## config.mk

```make
export PLATFORM = sky130hd
export DESIGN_NAME = fp_shift_pipe
export DESIGN_NICKNAME = d
export VERILOG_FILES = /design/src/rtl/fp_shift_pkg.sv /design/src/rtl/fp_lzc.sv /design/src/rtl/fp_shift_pipe.sv
export SDC_FILE = /design/constraint.sdc
export NUM_CORES = 1
export LEC_CHECK = 0
export BUFFER_PORTS_ARGS = -buffer_cell sky130_fd_sc_hd__buf_2
export CORE_MARGIN = 2
export CORE_UTILIZATION = 56
export DETAILED_ROUTE_END_ITERATION = 8
export HOLD_SLACK_MARGIN = 0.06
export PLACE_DENSITY = 0.86
export SYNTH_ARGS = -nofsm -noshare
export SYNTH_HDL_FRONTEND = slang
export SYNTH_SLANG_ARGS = --single-unit
```

## constraint.sdc

```tcl
create_clock -name clk -period 3.7 [get_ports clk]
set_clock_uncertainty 0.2 [all_clocks]
set_input_delay 0.555 -clock clk [delete_from_list [all_inputs] [get_ports clk]]
set_output_delay 0.555 -clock clk [all_outputs]
set_load 0.005 [all_outputs]
```

## src/rtl/fp_shift_pkg.sv

```systemverilog
// Shared types and helpers for the floating-point mantissa shift pipeline.
package fp_shift_pkg;

    typedef enum logic [1:0] {
        OP_RDIFF = 2'd0,
        OP_RTGT  = 2'd1,
        OP_LDIFF = 2'd2,
        OP_NORM  = 2'd3
    } fp_op_e;

    typedef struct packed {
        logic ovf;
        logic unf;
        logic zero;
    } fp_flags_t;

    // Wide enough to encode any clamped shift (up to MAN_W) with headroom.
    function automatic int shift_width(input int man_w);
        return $clog2(2 * man_w) + 1;
    endfunction

endpackage

```

## src/rtl/fp_lzc.sv

```systemverilog
// Combinational leading-zero counter; an all-zero input reports W.
module fp_lzc #(
    parameter int W  = 28,
    parameter int CW = $clog2(W + 1)
) (
    input  logic [W-1:0]  din,
    output logic [CW-1:0] cnt,
    output logic          all_zero
);

    // Later (higher) set bits override earlier ones, leaving the MSB-most position.
    always_comb begin
        cnt = CW'(W);
        for (int i = 0; i < W; i++) begin
            if (din[i]) cnt = CW'(W - 1 - i);
        end
    end

    assign all_zero = ~|din;

endmodule

```

## src/rtl/fp_shift_pipe.sv

```systemverilog
// Two-stage elastic mantissa align/normalise shifter: S1 decodes amount,
// exponent and flags; S2 runs the log-stage barrel shift with sticky loss.
module fp_shift_pipe
    import fp_shift_pkg::*;
#(
    parameter int EXP_W = 8,
    parameter int MAN_W = 28
) (
    input  logic             clk,
    input  logic             rst,
    input  logic             in_valid,
    output logic             in_ready,
    input  logic [1:0]       in_op,
    input  logic [EXP_W-1:0] in_exp,
    input  logic [EXP_W-1:0] in_arg,
    input  logic [MAN_W-1:0] in_man,
    output logic             out_valid,
    input  logic             out_ready,
    output logic [EXP_W-1:0] out_exp,
    output logic [MAN_W-1:0] out_man,
    output logic             out_loss,
    output logic             out_ovf,
    output logic             out_unf,
    output logic             out_zero
);

    localparam int SH_W = shift_width(MAN_W);
    localparam int LZ_W = $clog2(MAN_W + 1);
    localparam logic [MAN_W-1:0] ONES = '1;

    logic s2_load, s1_load;

    // ---------------- S1 decode ----------------
    logic [LZ_W-1:0]  lz_cnt;
    logic             lz_zero;
    logic [EXP_W:0]   rd_sum;
    logic [31:0]      dec_amt;
    logic             dec_left;
    logic [EXP_W-1:0] dec_exp;
    fp_flags_t        dec_flags;
    logic [SH_W-1:0]  dec_sh;

    fp_lzc #(.W(MAN_W), .CW(LZ_W)) u_lzc (
        .din      (in_man),
        .cnt      (lz_cnt),
        .all_zero (lz_zero)
    );

    always_comb begin
        dec_amt   = '0;
        dec_left  = 1'b0;
        dec_exp   = '0;
        dec_flags = '0;
        rd_sum    = {1'b0, in_exp} + {1'b0, in_arg};
        case (fp_op_e'(in_op))
            OP_RDIFF: begin
                dec_exp = rd_sum[EXP_W-1:0];
                // Overflow flushes the mantissa by forcing a full-width right shift,
                // which also yields loss = |in_man for free.
                if (rd_sum[EXP_W] || &rd_sum[EXP_W-1:0]) begin
                    dec_flags.ovf = 1'b1;
                    dec_amt       = 32'(MAN_W);
                end else begin
                    dec_amt = 32'(in_arg);
                end
            end
            OP_RTGT: begin
                dec_exp = in_arg;
                if (in_arg < in_exp) dec_flags.unf = 1'b1;
                else                 dec_amt       = 32'(in_arg - in_exp);
            end
            OP_LDIFF: begin
                dec_left = 1'b1;
                if (in_arg > in_exp) begin
                    dec_flags.unf = 1'b1;
                    dec_amt       = 32'(in_exp);
                end else begin
                    dec_exp = in_exp - in_arg;
                    dec_amt = 32'(in_arg);
                end
            end
            default: begin
                dec_left = 1'b1;
                if (lz_zero) begin
                    dec_flags.zero = 1'b1;
                end else if (32'(lz_cnt) > 32'(in_exp)) begin
                    dec_flags.unf = 1'b1;
                    dec_amt       = 32'(in_exp);
                end else begin
                    dec_exp = in_exp - EXP_W'(lz_cnt);
                    dec_amt = 32'(lz_cnt);
                end
            end
        endcase
        dec_sh = (dec_amt >= 32'(MAN_W)) ? SH_W'(MAN_W) : SH_W'(dec_amt);
    end

    // ---------------- pipeline registers ----------------
    logic             s1_valid_q, s1_valid_d;
    logic             s1_left_q,  s1_left_d;
    logic [SH_W-1:0]  s1_sh_q,    s1_sh_d;
    logic [MAN_W-1:0] s1_man_q,   s1_man_d;
    logic [EXP_W-1:0] s1_exp_q,   s1_exp_d;
    fp_flags_t        s1_flags_q, s1_flags_d;

    logic             s2_valid_q, s2_valid_d;
    logic [MAN_W-1:0] s2_man_q,   s2_man_d;
    logic [EXP_W-1:0] s2_exp_q,   s2_exp_d;
    logic             s2_loss_q,  s2_loss_d;
    fp_flags_t        s2_flags_q, s2_flags_d;

    logic [MAN_W-1:0] sh_man;
    logic             sh_loss;

    assign s2_load  = !s2_valid_q || out_ready;
    assign s1_load  = !s1_valid_q || s2_load;
    assign in_ready = s1_load;

    // Each stage of 2^k collects the bits it pushes out before shifting.
    always_comb begin
        sh_man  = s1_man_q;
        sh_loss = 1'b0;
        for (int k = 0; k < SH_W; k++) begin
            if (s1_sh_q[k]) begin
                if (s1_left_q) begin
                    sh_loss = sh_loss | (|(sh_man & ~(ONES >> (1 << k))));
                    sh_man  = sh_man << (1 << k);
                end else begin
                    sh_loss = sh_loss | (|(sh_man & ~(ONES << (1 << k))));
                    sh_man  = sh_man >> (1 << k);
                end
            end
        end
    end

    always_comb begin
        s1_valid_d = s1_load ? in_valid : s1_valid_q;
        s1_left_d  = s1_left_q;
        s1_sh_d    = s1_sh_q;
        s1_man_d   = s1_man_q;
        s1_exp_d   = s1_exp_q;
        s1_flags_d = s1_flags_q;
        if (s1_load && in_valid) begin
            s1_left_d  = dec_left;
            s1_sh_d    = dec_sh;
            s1_man_d   = in_man;
            s1_exp_d   = dec_exp;
            s1_flags_d = dec_flags;
        end

        s2_valid_d = s2_load ? s1_valid_q : s2_valid_q;
        s2_man_d   = s2_man_q;
        s2_exp_d   = s2_exp_q;
        s2_loss_d  = s2_loss_q;
        s2_flags_d = s2_flags_q;
        if (s2_load && s1_valid_q) begin
            s2_man_d   = sh_man;
            s2_exp_d   = s1_exp_q;
            s2_loss_d  = sh_loss;
            s2_flags_d = s1_flags_q;
        end
    end

    always_ff @(posedge clk) begin
        if (rst) begin
            s1_valid_q <= 1'b0;
            s1_left_q  <= 1'b0;
            s1_sh_q    <= '0;
            s1_man_q   <= '0;
            s1_exp_q   <= '0;
            s1_flags_q <= '0;
            s2_valid_q <= 1'b0;
            s2_man_q   <= '0;
            s2_exp_q   <= '0;
            s2_loss_q  <= 1'b0;
            s2_flags_q <= '0;
        end else begin
            s1_valid_q <= s1_valid_d;
            s1_left_q  <= s1_left_d;
            s1_sh_q    <= s1_sh_d;
            s1_man_q   <= s1_man_d;
            s1_exp_q   <= s1_exp_d;
            s1_flags_q <= s1_flags_d;
            s2_valid_q <= s2_valid_d;
            s2_man_q   <= s2_man_d;
            s2_exp_q   <= s2_exp_d;
            s2_loss_q  <= s2_loss_d;
            s2_flags_q <= s2_flags_d;
        end
    end

    assign out_valid = s2_valid_q;
    assign out_exp   = s2_exp_q;
    assign out_man   = s2_man_q;
    assign out_loss  = s2_loss_q;
    assign out_ovf   = s2_flags_q.ovf;
    assign out_unf   = s2_flags_q.unf;
    assign out_zero  = s2_flags_q.zero;

endmodule

```

==> Yosys cells after proc, flatten, opt, wreduce, memory -nomap -nowiden <==
Cells that the tools add are included.
{ "totals": {"regBits": 89, "inputBits": 50, "out_inout_bits": 42, "word_cells": 130} }
{ "classes": {"add_sub_neg": 4, "n_lt_le_gt_ge": 4, "n_eq_ne": 2, "mux": 73, "bitwise": 10, "reduce_logical": 22} }
{ "ops": {"columns": ["cell", "count"], "rows": [
  ["$mux W28", 12],
  ["$pmux W32 S3", 1],
  ["$reduce_or A28 Y1", 3],
  ["$mux W5", 16],
  ["$mux W8", 7],
  ["$ge A32 B5 Y1 const B", 1],
  ["$mux W32", 1],
  ["$mux W4", 8],
  ["$reduce_or A16 Y1", 2],
  ["$pmux W8 S3", 1],
  ["$mux W1", 21],
  ["$reduce_or A8 Y1", 2],
  ["$mux W3", 4],
  ["$or A1 B1 Y1", 10],
  ["$add A8 B8 Y9", 1],
  ["$sub A8 B8 Y9", 1],
  ["$gt A5 B8 Y1", 1],
  ["$gt A8 B8 Y1", 1],
  ["$lt A8 B8 Y1", 1],
  ["$reduce_and A8 Y1", 1],
  ["$reduce_or A4 Y1", 2],
  ["$sub A8 B5 Y8", 1],
  ["$sub A8 B8 Y8", 1],
  ["$mux W7", 1],
  ["9 further kinds", 15]
]} }

==> Longest topological paths before layout <==
Gate-level depths: netlist (run 1).
{ "depth": {"ltp_word": 34, "ltp_mapped": 21, "mapped_depth_nobuf": 21} }

==> Hierarchy <==
A second synthesis (run 1) with hierarchy kept.
{ "hier_totals": {"cells_unflattened": 1270, "area_unflattened_um2": 9282.7} }
{ "by_module_without_submodules": {"columns": ["mod", "instances", "cells_each", "area_each_um2", "seq_area_each_um2"], "rows": [
  ["fp_shift_pipe", 1, 1210, 8951.1, 1781.7],
  ["fp_lzc", 1, 60, 331.6, 0.0]
]} }

==> Worst setup path after synthesis (run 1) <==
No wires, ideal clock.
{ "synth_timing": {"kind": "input to register", "start": "input port in_man[2]", "end": "register s1_sh_q[1]", "setup_time_ns": 0.128, "t_arrival_ns": 3.739, "t_required_ns": 3.372, "setup_slack_ns": -0.368, "path_stages": 18, "path_buffers": 1, "cell_sequence": "o31ai_1 -> a211oi_1 -> o31ai_1 -> a211oi_1 -> nor3_1 -> o31ai_1 -> nand2_1 -> nand2_1 -> fa_1 -> a21o_1 -> a21o_1 -> a211oi_1 -> clkbuf_1 -> a21oi_1 -> o22ai_1 -> a221oi_1 -> o311ai_1 -> a21oi_1"} }
{ "synth_via": {"elab_chain_len": 32, "elab_cells_between_ends": 33, "classes_between": "2 x order compare; 30 x mux; 1 x reduce/logical"} }
{ "synth_rtl": {"columns": ["item", "line", "text"], "rows": [
  ["start: declaration", "fp_shift_pipe.sv:16", "input logic [MAN_W-1:0] in_man,"],
  ["$mux W3 (2 in a row)", "fp_lzc.sv:15", "if (din[i]) cnt = CW'(W - 1 - i);"],
  ["$mux W4 (8 in a row)", "fp_lzc.sv:15", null],
  ["$mux W5 (16 in a row)", "fp_lzc.sv:15", null],
  ["$gt A5 B8 Y1", "fp_shift_pipe.sv:86", "end else if (32'(lz_cnt) > 32'(in_exp)) begin"],
  ["$mux W8", "fp_shift_pipe.sv:86", null],
  ["$mux W8 (*)", "fp_shift_pipe.sv:84", "if (lz_zero) begin"],
  ["$pmux W32 S3 (*)", "fp_shift_pipe.sv:55", "case (fp_op_e'(in_op))"],
  ["$ge A32 B5 Y1", "fp_shift_pipe.sv:95", "dec_sh = (dec_amt >= 32'(MAN_W)) ? SH_W'(MAN_W) : SH_W'(dec_amt);"],
  ["$mux W7 (*)", "fp_shift_pipe.sv:95", null],
  ["end signal: assignment", "fp_shift_pipe.sv:180", "s1_sh_q <= s1_sh_d;"],
  ["end: declaration", "fp_shift_pipe.sv:101", "logic [SH_W-1:0] s1_sh_q, s1_sh_d;"]
]} }
Every way passes the cells marked *; elsewhere a longest branch is shown, timed or not.
A chain may end at the register's enable or synchronous reset.

==> Final worst setup path (run 1) <==
{ "layout_timing": {"start": "input port in_man[2]", "end": "register s1_sh_q[0]"} }
The elaborated chain is that of the path after synthesis.

==> metrics.cfg, run 1 <==
[run_status]
outcome=complete, but fails checks
violations=setup timing

[critical_path]
critPathMaxStageDelay_ps=390
arrival_ps=3990
path_cells=buf_8 > o31ai_4 > a211oi_2 > o31ai_2 > a211oi_1 > nor3_1 > o31ai_1 > nand2_1 > nand2_2 > fa_2 > a21o_1 > a21o_1 > a211oi_2 > buf_4 > nor2_1 > a21oi_1 > o22ai_1 > a221oi_2 > o311ai_2 > a32oi_1
path_buf_inv=2
r2r-end=out_loss
crit_type=in2reg
cp.depth=20
rr_startpoint=s1_sh_q[0]
reg2reg_depth=11
cp_top_family=compound AO/OA/AOI/OAI gates
startpoint=in_man[2]
critPathCaptureType=flip-flop
worstPathRequired_ps=3760
cp_slowest_cell=fa_2
cp_max_fo=6
cp-endpoint=s1_sh_q[0]
cp-start-kind=primary input
rrSetupSlack_ps=-20

[floorplanning]
row_count=47
initial_core_util=0.5683
coreArea_sq_um=16410
die_y_um=133.0
io_pins=92
die_w_um=133.0
die_area_sq_um=17700

[layout]
area_growth_pct=27.04
utilization=0.7220
multiInputGateArea_sq_um=7039
nNetsFinal=1616
seqCellArea_sq_um=1792
drive_gt1_frac=0.2736
fin_area_sq_um=11850
fillers=1294
antenna_cells=0

[logic_synthesis]
postSynthAreaPerCell_sq_um=7.037
synthTopCellsByArea=dfxtp_1, mux2i_1, a21oi_1
yosys_warnings=0
synth_top_area_cell=dfxtp_1
yosysMostFrequentCell=nor2_1
synth_common_cells=nor2_1, nand2_1, a21oi_1
synth.distinct_cells=79
synth_nets=1407
ys_seq_area_frac=0.1911
synth-async-reset-ratio=0
synth_edf_count=0
synth_top_area_frac=0.1911
syn-cell-area_sq_um=9324
syn-instance-count=1325
synth_top_flop_cell=dfxtp_1
synth-seq-cells=89

[routing]
num_vias=11691
first_pass_iters=7
via_per_inst=6.646
antenna_left=0
wl_um=38990
first_iter_violations=1448
drc=0
wl_per_cell_um=22.17

[clock_tree]
clk_path_buf_depth=2
cts_made_buffers=9
cts_hold_buffers=0
tritoncts=yes
clock_latency_ps=360
htreeDepth=3
cts.clk_slew.worst_paths_ps=70
cts_root_buf=clkbuf_16
cts_sinks=89

[sta]
setup_viol=8
layout_setup_ws_ps=-233.5
maxSlewViolCount=0
relSlewSlack=0.4723
fin_crit_ps=3933
worst_pin_slew_ps=788.6
final_hold_viol_count=0
timing.final.crit_share=1.063
clock.fmax_ghz=0.2542
grt_setup_unrepaired=yes

[pwr]
switching_power_uw=1456
internal_power_uw=2146
comb_power_share=0.451
peakVddDrop_mv=0.2712
power_density_nw_per_um2=304.1
p_seq_frac=0.298
power_leakage_uw=0.004692
p_sw_frac=0.4042
power_frac_clock=0.252

[grt]
grt_start_max_net_pins=48
antenna_found_initial=0
grt_pass1_vias=10978
grt_pass1_wl_um=59790
track_usage=0.4264
grt_overflow=0

[placement]
gp_congestion=1.055
dpl-instance-area_sq_um=11050
pre_cts_ws_ps=-614.4
hpwlAfterDp_um=29000
port_buffers=91

[worst_hold_path]
hp-start=in_valid
hp-class=in2reg

[run]
max_cap_violations=0

logic make-up (layout without fill, tap and decap cells):
logic type / Yosys count / in the layout / share of synthesized area
simple gates: 479 / 479 / 0.2300
compound gates: 440 / 440 / 0.3149
buf+inv: 173 / 387 / 0.08186
mux: 94 / 94 / 0.1190
flops: 89 / 89 / 0.1911
fa+ha+maj: 32 / 32 / 0.04616
xor+xnor: 18 / 18 / 0.01691
cell usage in the layout, fill, tap and decap left out, types with 5 or more instances in the layout:
cell / n
buf_4: 224
nand2_1: 163
nor2_1: 162
a21oi_1: 127
buf_2: 87
dfxtp_1: 85
mux2i_1: 68
a211oi_1: 59
o21ai_0: 56
nor3_1: 47
inv_1: 43
o22ai_1: 30
ha_1: 28
nand2b_1: 14
a31oi_1: 14
nand3_1: 13
a22oi_1: 13
nor4_1: 12
mux4_2: 12
mux2_2: 11
o32ai_1: 11
o211ai_1: 10
a21o_1: 10
xnor2_1: 10
a221oi_2: 10
clkbuf_16: 10
o21a_1: 9
nand4_1: 9
a221oi_1: 9
nor2b_1: 8
xor2_1: 8
or3_1: 8
or4_1: 7
o21bai_1: 7
a32oi_1: 7
and2_1: 6
a211o_1: 5
a2111oi_0: 5
buf_6: 5
cell type report:
| type | count | area share |
|---|---|---|
| Clock buffer | 10 | 0.01933 |
| Clock inverter | 6 | 0.004120 |
| Inverter | 50 | 0.01584 |
| Multi-Input combinational cell | 1063 | 0.5943 |
| Sequential cell | 89 | 0.1513 |
| Tap cell | 220 | 0.02324 |
| Timing Repair Buffer | 321 | 0.1919 |
power by group through the flow:
| stage | clock network, uW | registers, uW | logic, uW |
|---|---|---|---|
| floorplan | 0 | 1050 | 894 |
| global placement | 0 | 1090 | 1460 |
| detailed placement | 0 | 1090 | 1460 |
| CTS | 906 | 1070 | 1500 |
| global route | 937 | 1080 | 1720 |
| finish | 906 | 1070 | 1620 |
state kept, by name (all words and copies together) (netlist names):
register / cells
out_exp: 8
s1_valid_q: 1
s1_sh_q: 7
out_valid: 1
out_loss: 1
s1_man_q: 28
s1_exp_q: 8
out_ovf: 1
out_unf: 1
out_zero: 1
s1_left_q: 1
out_man: 28
s1_flags_q: 3
per-stage QoR:
| stage | cells | power, uW | TNS (ps) | hold slack (ps) |
|---|---|---|---|---|
| detailed placement | 1714 | 2547 | -4627 | 243.7 |
| global placement | 1714 | 2543 | -3853 | 238.2 |
| finish | 1759 | 3602 | -1025 | 241.2 |
| CTS | 1746 | 3468 | -20.49 | 232.6 |
| global route | 1759 | 3732 | -2710 | 244.5 |
| floorplan | 1325 | 1946 | -91.31 | 228.7 |
worst min-delay path by stage:
stage / endpoint / slack (ps) / cells after the start
finish: s1_valid_q / 240 / 3
global route: s1_valid_q / 240 / 3
CTS: s1_valid_q / 230 / 3
detailed placement: out_man[10] / 240 / 2
global placement: out_man[10] / 240 / 2
floorplan: out_exp[0] / 230 / 2
worst reg2reg max path, stage by stage, from the launching register on:
cell and delay, ps:
dfxtp_4 450, mux4_2 600, and2_4 210, o32ai_4 400, buf_4 190, nor2_2 40, a22oi_2 240, o31ai_2 110
or4_4 460, a2111oi_4 330, nor4b_4 280, o2bb2ai_1 90
repair_timing:
| action | in CTS | in global routing |
|---|---|---|
| pin swaps | 9 | 20 |
| setup buffers | 16 | 12 |
| gates resized for setup | 22 | 34 |
| setup endpoints to repair | 7 | 15 |
| cloned | 0 | 1 |
layer usage:
layer | global-route usage | share of wire | up-vias
met3 | 0.07318 | 0.10 | 205
met5 | 0 | 0 | -
met4 | 0.2192 | 0.063 | 0
li1 | - | - | 5295
met2 | 0.7113 | 0.46 | 812
met1 | 0.5285 | 0.37 | 5379
Power figures use the tool's default switching activity.
==> run 2, diff against run 1 <==
--- a/config.mk
+++ b/config.mk
@@ -11,6 +11,7 @@
 export DETAILED_ROUTE_END_ITERATION = 8
 export HOLD_SLACK_MARGIN = 0.06
 export PLACE_DENSITY = 0.86
+export SETUP_SLACK_MARGIN = 0.05
 export SYNTH_ARGS = -nofsm -noshare
 export SYNTH_HDL_FRONTEND = slang
 export SYNTH_SLANG_ARGS = --single-unit
==> metrics.cfg, run 2 (same netlist as run 1, synthesis figures left out) <==
[sta]
worst_pin_slew_ps=846.8
maxSlewViolCount=0
relSlewSlack=0.4321
fin_crit_ps=4015
timing.final.crit_share=1.085
final_hold_viol_count=0
grt_setup_unrepaired=yes
layout_setup_ws_ps=-315.4
setup_viol=9
fin_setup_tns_ps=-1482
clock.fmax_ghz=0.2490

[placement]
dpl-instance-area_sq_um=11020
gp_congestion=1.104
port_buffers=91
pre_cts_ws_ps=-594.3
dp.cells=1706
hpwlAfterDp_um=29460

[grt]
track_usage=0.4248
antenna_found_initial=0
grt_overflow=0
grt_pass1_wl_um=59500
grt_start_max_net_pins=48
grt_pass1_vias=11040

[clock_tree]
clk_path_buf_depth=2
clock_latency_ps=360
cts_sinks=89
htreeDepth=3
cts_hold_buffers=0
tritoncts=yes
cts_root_buf=clkbuf_16
cts_made_buffers=9
cts.clk_slew.worst_paths_ps=80

[run]
max_cap_violations=0

[worst_hold_path]
hp-class=reg2reg
hp-start=out_man[10]

[run_status]
violations=setup timing
outcome=complete, but fails checks

[routing]
via_per_inst=6.775
wl_per_cell_um=22.62
antenna_left=0
num_vias=11809
first_iter_violations=1569
drc=0
first_pass_iters=6
wl_um=39430

[layout]
area_growth_pct=27.74
antenna_cells=0
instances_no_fill=1743
fin_area_sq_um=11910
layout_common_cells=buf_4, nor2_1, nand2_1
drive_gt1_frac=0.2751
final_common_cell=buf_4
nNetsFinal=1600

[pwr]
switching_power_uw=1471
power_density_nw_per_um2=311.4
p_seq_frac=0.291
p_sw_frac=0.3967
internal_power_uw=2237
comb_power_share=0.441
power.total_uw=3708
power_leakage_uw=0.004662
power_frac_clock=0.268
peakVddDrop_mv=0.2420

[floorplanning]
die_w_um=133.0
coreArea_sq_um=16410
die_area_sq_um=17700
io_pins=92
initial_core_util=0.5683
die_y_um=133.0
row_count=47

[critical_path]
crit_type=in2reg
path_cells=buf_6 > nor2_2 > o31ai_4 > a211oi_2 > o31ai_2 > a211oi_1 > nor3_1 > o31ai_1 > nand2_1 > nand2_2 > fa_2 > a21o_1 > a21o_1 > a211oi_4 > buf_4 > mux2_4 > nor2_4 > a211oi_2 > o311ai_2 > a21oi_1
cp_slowest_cell=fa_2
cp_max_fo=4
critPathCaptureType=flip-flop
arrival_ps=4040
startpoint=in_man[1]
critPathMaxStageDelay_ps=390
cp-start-kind=primary input
worstPathRequired_ps=3720
rr_startpoint=s1_sh_q[0]

==> run 2: cell types whose count changed in the layout (fill, tap and decap cells not counted), moves of 3 or more <==
cell	delta
buf_6	+4
mux2i_1	-5
mux2i_2	+3
a211oi_2	+3
buf_12	+4
a211oi_1	-4
buf_4	-26
==> run 2: worst paths after layout <==
| kind | to | slack (ps) | depth (start not counted) |
|---|---|---|---|
| setup / recovery | s1_sh_q[1] | -320 | 20 |
| hold / removal | out_man[10] | 260 | 2 |
| setup reg to reg | out_loss | 70 | 11 |
| hold reg to reg | out_man[10] | 260 | 2 |
==> run 2: stage by stage <==
| stage | utilization | hold WS, ps |
|---|---|---|
| 2_1_floorplan | - | 228.7 |
| 4_1_cts | 0.6989 | 259.6 |
| 3_3_place_gp | 0.6719 | 239.2 |
| 5_1_grt | 0.7259 | 278.5 |
| 6_report | 0.7259 | 258.8 |
| 3_5_place_dp | 0.6719 | 244.8 |
==> run 2: final cells by class <==
type                    instances  area, sq um
multi-input cells            1063         7102
fillers                      1310         4497
repair buffers                305         2243
flip-flops and latches         89         1792
well taps                     220        275.3
clock buffers                  10        239.0
inverters                      50        187.7
clock inverters                 6        71.32
==> run 2: critical path, delay by kind of cell <==
kind	cells	cell delay, ps
AO/OA/AOI/OAI	11	1970
AND/OR/NAND/NOR	5	560
adder cells (fa/ha/maj)	1	390
multiplexers	1	310
buffers and inverters	2	240
==> run 2: routing by layer <==
layer	up-vias	share of wire	track usage
met3	206	0.11	0.06590
met1	5478	0.37	0.5325
met4	0	0.064	0.2473
li1	5276	-	-
met2	849	0.46	0.6929
met5	-	0	0
==> run 2: power by group through the flow <==
stage | clock, uW | sequential (uW) | combinational, uW
final | 995 | 1080 | 1630
after global routing | 1030 | 1080 | 1740
after CTS | 992 | 1070 | 1490
after detailed placement | 0 | 1090 | 1460
after global placement | 0 | 1090 | 1450
after floorplan | 0 | 1050 | 894
==> run 2: timing repair <==
action / 4_1_cts / 5_1_grt
resized for setup: 22 / 56
gates cloned: 0 / 2
pin swaps: 19 / 35
setup endpoints to repair: 9 / 15
setup buffers: 5 / 14
